--- src/rtl/b2_rr_arb_3_1_pkg.sv ---
// Shared constants and helpers for the 3-source round-robin arbiter.
package b2_rr_arb_3_1_pkg;

    // Select encoding shared with the downstream 3:1 mux.
    localparam logic [1:0] SEL_D0 = 2'b00;
    localparam logic [1:0] SEL_D1 = 2'b01;
    localparam logic [1:0] SEL_D2 = 2'b10;

    localparam int unsigned PTR_W  = 2;
    localparam int unsigned NUM_SRC = 3;

    // Modulo-3 add of two source indices (inputs assumed in 0..2).
    function automatic logic [PTR_W-1:0] mod3_add(input logic [PTR_W-1:0] a,
                                                  input logic [PTR_W-1:0] b);
        logic [PTR_W:0] sum;
        sum = {1'b0, a} + {1'b0, b};
        if (sum >= 3'd3) begin
            sum = sum - 3'd3;
        end
        return sum[PTR_W-1:0];
    endfunction

endpackage

--- src/rtl/b2_rr_arb_3_1_rr3_grant.sv ---
// Combinational round-robin grant: first valid source at or after ptr.
module rr3_grant
    import b2_rr_arb_3_1_pkg::*;
(
    input  logic [NUM_SRC-1:0] in_valid,
    input  logic [PTR_W-1:0]   ptr,
    input  logic               free,
    output logic [NUM_SRC-1:0] gnt_onehot,
    output logic [PTR_W-1:0]   gnt_idx
);

    logic             found;
    logic [PTR_W-1:0] idx;

    // Scan ptr, ptr+1, ptr+2 (mod 3) and grant the first requester.
    always_comb begin
        gnt_onehot = '0;
        gnt_idx    = SEL_D0;
        found      = 1'b0;
        idx        = '0;
        if (free) begin
            for (int k = 0; k < NUM_SRC; k++) begin
                idx = mod3_add(ptr, PTR_W'(k));
                if (!found && in_valid[idx]) begin
                    found           = 1'b1;
                    gnt_onehot[idx] = 1'b1;
                    gnt_idx         = idx;
                end
            end
        end
    end

endmodule

--- src/rtl/b2_rr_arb_3_1.sv ---
// Three-source round-robin arbiter with a single registered output slot.
module b2_rr_arb_3_1
    import b2_rr_arb_3_1_pkg::*;
#(
    parameter int unsigned W = 2
) (
    input  logic               clk,
    input  logic               rst_n,
    input  logic [NUM_SRC-1:0] in_valid,
    output logic [NUM_SRC-1:0] in_ready,
    input  logic [W-1:0]       d0,
    input  logic [W-1:0]       d1,
    input  logic [W-1:0]       d2,
    output logic               out_valid,
    input  logic               out_ready,
    output logic [W-1:0]       out_data,
    output logic [1:0]         out_src
);

    logic [PTR_W-1:0]   ptr;
    logic               free;
    logic [NUM_SRC-1:0] gnt_onehot;
    logic [PTR_W-1:0]   gnt_idx;
    logic               gnt_any;
    logic [W-1:0]       sel_data;

    assign free     = !out_valid || out_ready;
    assign gnt_any  = |gnt_onehot;
    assign in_ready = gnt_onehot;

    rr3_grant u_grant (
        .in_valid   (in_valid),
        .ptr        (ptr),
        .free       (free),
        .gnt_onehot (gnt_onehot),
        .gnt_idx    (gnt_idx)
    );

    // Data select for the granted source.
    always_comb begin
        sel_data = d0;
        case (gnt_idx)
            SEL_D1:  sel_data = d1;
            SEL_D2:  sel_data = d2;
            default: sel_data = d0;
        endcase
    end

    // Output slot and priority pointer; accept wins over drain on the same edge.
    always_ff @(posedge clk or negedge rst_n) begin
        if (!rst_n) begin
            out_valid <= 1'b0;
            out_data  <= '0;
            out_src   <= SEL_D0;
            ptr       <= '0;
        end else if (gnt_any) begin
            out_valid <= 1'b1;
            out_data  <= sel_data;
            out_src   <= gnt_idx;
            ptr       <= mod3_add(gnt_idx, PTR_W'(1));
        end else if (out_ready) begin
            out_valid <= 1'b0;
        end
    end

endmodule

--- config.mk ---
export PLATFORM = sky130hd
export DESIGN_NAME = b2_rr_arb_3_1
export DESIGN_NICKNAME = d
export VERILOG_FILES = /design/src/rtl/b2_rr_arb_3_1_pkg.sv /design/src/rtl/b2_rr_arb_3_1_rr3_grant.sv /design/src/rtl/b2_rr_arb_3_1.sv
export SDC_FILE = /design/constraint.sdc
export NUM_CORES = 1
export LEC_CHECK = 0
export BUFFER_PORTS_ARGS = -buffer_cell sky130_fd_sc_hd__buf_2
export CORE_MARGIN = 10
export CORE_UTILIZATION = 50
export CTS_CLUSTER_SIZE = 40
export DETAILED_ROUTE_END_ITERATION = 12
export GPL_TIMING_DRIVEN = 0
export PLACE_DENSITY = 0.76
export SYNTH_ARGS = -nofsm -noshare
export SYNTH_HDL_FRONTEND = slang
export SYNTH_SLANG_ARGS = --single-unit
export TNS_END_PERCENT = 5
--- constraint.sdc ---
create_clock -name clk -period 5.96 [get_ports clk]
set_input_delay 1.49 -clock clk [delete_from_list [all_inputs] [get_ports clk]]
set_output_delay 1.49 -clock clk [all_outputs]
set_load 0.005 [all_outputs]
==> run summary <==
Final GP Congestion = 0.8548
layout cells sized above 1 = 28.44%
sequential-to-total area share from yosys stat = 24.48%
P_sw = 0.1730 mW
Hold Worst Slack = 0.5053 ns
Startpoint Class = input port
final non-filler cell total = 124
port buffer count = 19
first-pass GRT wire length = 2980 µm
number of gates resized after cts = 0
Buf/Inv on CP = 3
io pins = 20
Worst-Margin Slew = 0.3995 ns
largest net degree at the start of global routing = 11
CP Depth = 8
initial core utilization = 54.32%
hold_buf cts = 0
nets = 129
Placed Area = 829.5 µm²
Finished Core Util = 64.96%
Mean Syn Cell Area = 8.322 µm²
Hold WC Path Type = reg -> reg
total CTS buffers = 3
critical path's slowest cell = clkbuf_1
H-tree Lvls = 1
Final WS setup = 1.694 ns
wire per inst = 13.69 µm
Int Power = 0.2121 mW
Period minus WS final = 4.266 ns
RSZ-0062 raised after global routing = no
vias per inst = 5.718
outcome = finished clean
Clk pwr share = 11.1%
Clock transition at path regs = 0.05 ns
Net Sw Frac = 44.92%
DRT Pass-1 Iters = 4
Worst R2R Start = ptr[0]$_DFFE_PN0P_
Worst Path Required = 4.47 ns
highest clock rate = 0.2344 GHz
Tot Pwr = 0.3850 mW
Worst Reg-to-Reg Cells = 11
Synth Cell Area = 715.7 µm²
Clock Latency Late Sink = 0.25 ns
Combinational Power Share = 67.7%
Top delay family on crit path = compound AO/OA/AOI/OAI gates
clk buf depth = 2
R2R Setup Slk = 3.39 ns
GR Overflow Total = 0
setup_tns = 0 ns
Yosys reg bits = 7
Worst Setup EP = in_ready[0]
CP max FO = 10
dpl ws = 1.694 ns
maxcap violations = 0
Crit Reg-Reg Endpoint = out_data[1]$_DFFE_PN0P_
total power per unit cell area = 449.9 nW/µm²
most common cell after layout, fill and taps aside = buf_2
routed vias = 709
DR iter-0 viols = 10
Seq pwr share = 21.2%
Cell Rows = 13
Relative slew margins = 73.36%
Hold Vio Cnt, Final = 0
Die Y = 57.84 µm
Post-Place Cells = 120
most numerous cell on the critical path = buf_2
CP arrival = 2.78 ns
Synth Instances = 86
Distinct cells, synth = 30
CP cell instances = buf_2 -> clkbuf_1 -> nor2b_1 -> a32oi_1 -> o21ai_2 -> a222oi_1 -> nor2_1 -> buf_2
TritonCTS clock tree = done
final period utilization = 71.58%
Post-DRT Antenna Nets = 0
CORE AREA = 1318 µm²
Most used DFF post-synth = dfrtp_1
Worst setup EP type = output pin
slowest stage delay, CP = 0.31 ns
clk_skew = 0.001105 ns
number of global-route vias before repair = 724
Synth area leaders = dfrtp_1 (24%), ha_1 (12%), mux2_2 (6.3%), o21ai_0 (4.2%), inv_1 (4.2%)
Yosys top cell area share = 24.48%
clk sinks = 7
Fill cells = 112
die area = 3345 µm²
DIE WIDTH = 57.84 µm
Leak = 0.4173 nW
initial antenna violation count = 0
syn nets = 105
worst vdd ir = 0.2458 mV
Setup CP Type = in -> out
number of synthesized flops with an enable pin = 0
Layout area overhead = 19.58%
Antenna Cells = 0
most frequent cells in the layout = buf_2 (21), nand2_1 (8), inv_1 (8), ha_1 (7), dfrtp_1 (7)
finished layout cell area = 855.8 µm²
Post-synth ARST share = 100.0%
max-slew violations = 0
setup violators final = 0
drt total wl = 1697 µm
Yosys top cell by area = dfrtp_1
DP HPWL = 1430 µm
Crit. Startpoint = in_valid[2]
GRT Total Usage = 10.59%
CTS root buf = clkbuf_4
DRC = 0
Post-CTS Setup Repair Bufs = 0
synth warn = 0
==> per-layer routing <==
metal	routed length, µm	GRT usage (%)	vias up
li1	-	-	364
met1	689	10.81	326
met2	897	19.79	17
met3	96	3.050	2
met4	13	3.691	0
met5	0	0	-
==> worst min-delay path by stage <==
stage	start	to	slack, ns	depth (start not counted)
6_report	out_data[0]$_DFFE_PN0P_	out_data[0]$_DFFE_PN0P_	0.51	1
5_1_grt	out_data[1]$_DFFE_PN0P_	out_data[1]$_DFFE_PN0P_	0.52	1
3_3_place_gp	out_data[1]$_DFFE_PN0P_	out_data[1]$_DFFE_PN0P_	0.49	1
2_1_floorplan	out_data[0]$_DFFE_PN0P_	out_data[0]$_DFFE_PN0P_	0.51	1
4_1_cts	out_data[0]$_DFFE_PN0P_	out_data[0]$_DFFE_PN0P_	0.51	1
3_5_place_dp	out_data[0]$_DFFE_PN0P_	out_data[0]$_DFFE_PN0P_	0.49	1
==> area by class of cell <==
| type | count | area (µm²) | area share, % |
|---|---|---|---|
| inverter | 8 | 30.03 | 3.509 |
| timing repair buffer | 19 | 95.09 | 11.11 |
| tap | 15 | 18.77 | 2.193 |
| clock buffer | 4 | 26.28 | 3.070 |
| buffer | 5 | 21.27 | 2.485 |
| multi-input combinational | 66 | 489.2 | 57.16 |
| sequential | 7 | 175.2 | 20.47 |
==> cells in the mapped netlist (2+ instances only) <==
| library cell | instances |
|---|---|
| nand2b_1 | 3 |
| nor4b_1 | 2 |
| a22oi_1 | 3 |
| nor2_1 | 6 |
| nand2_1 | 8 |
| nor4bb_1 | 2 |
| mux2_2 | 4 |
| a21oi_1 | 4 |
| dfrtp_1 | 7 |
| o2111ai_1 | 2 |
| inv_1 | 8 |
| nor2b_1 | 4 |
| o22ai_1 | 2 |
| buf_2 | 2 |
| o21ai_0 | 6 |
| ha_1 | 7 |
| clkbuf_1 | 3 |
==> state kept, by name, indices dropped and copies added (netlist names) <==
| name | count |
|---|---|
| out_data | 2 |
| out_src | 2 |
| ptr | 2 |
| out_valid | 1 |
==> cell families after synthesis <==
family | count (synthesis) | share of synthesized area, %
AND/OR/NAND/NOR | 29 | 22.73
multiplexers | 4 | 6.293
AO/OA/AOI/OAI | 26 | 27.10
adder cells (fa/ha/maj) | 7 | 12.24
buffers and inverters | 13 | 7.168
flip-flops | 7 | 24.48
==> power groups by stage <==
stage	combinational (mW)	clock (mW)	sequential [mW]
global route	0.297	0.0454	0.0851
floorplan	0.192	0	0.0833
CTS	0.263	0.0434	0.0819
finish	0.261	0.0427	0.0817
global placement	0.254	0	0.0814
detailed placement	0.263	0	0.0827
Power figures use the tool's default switching activity.
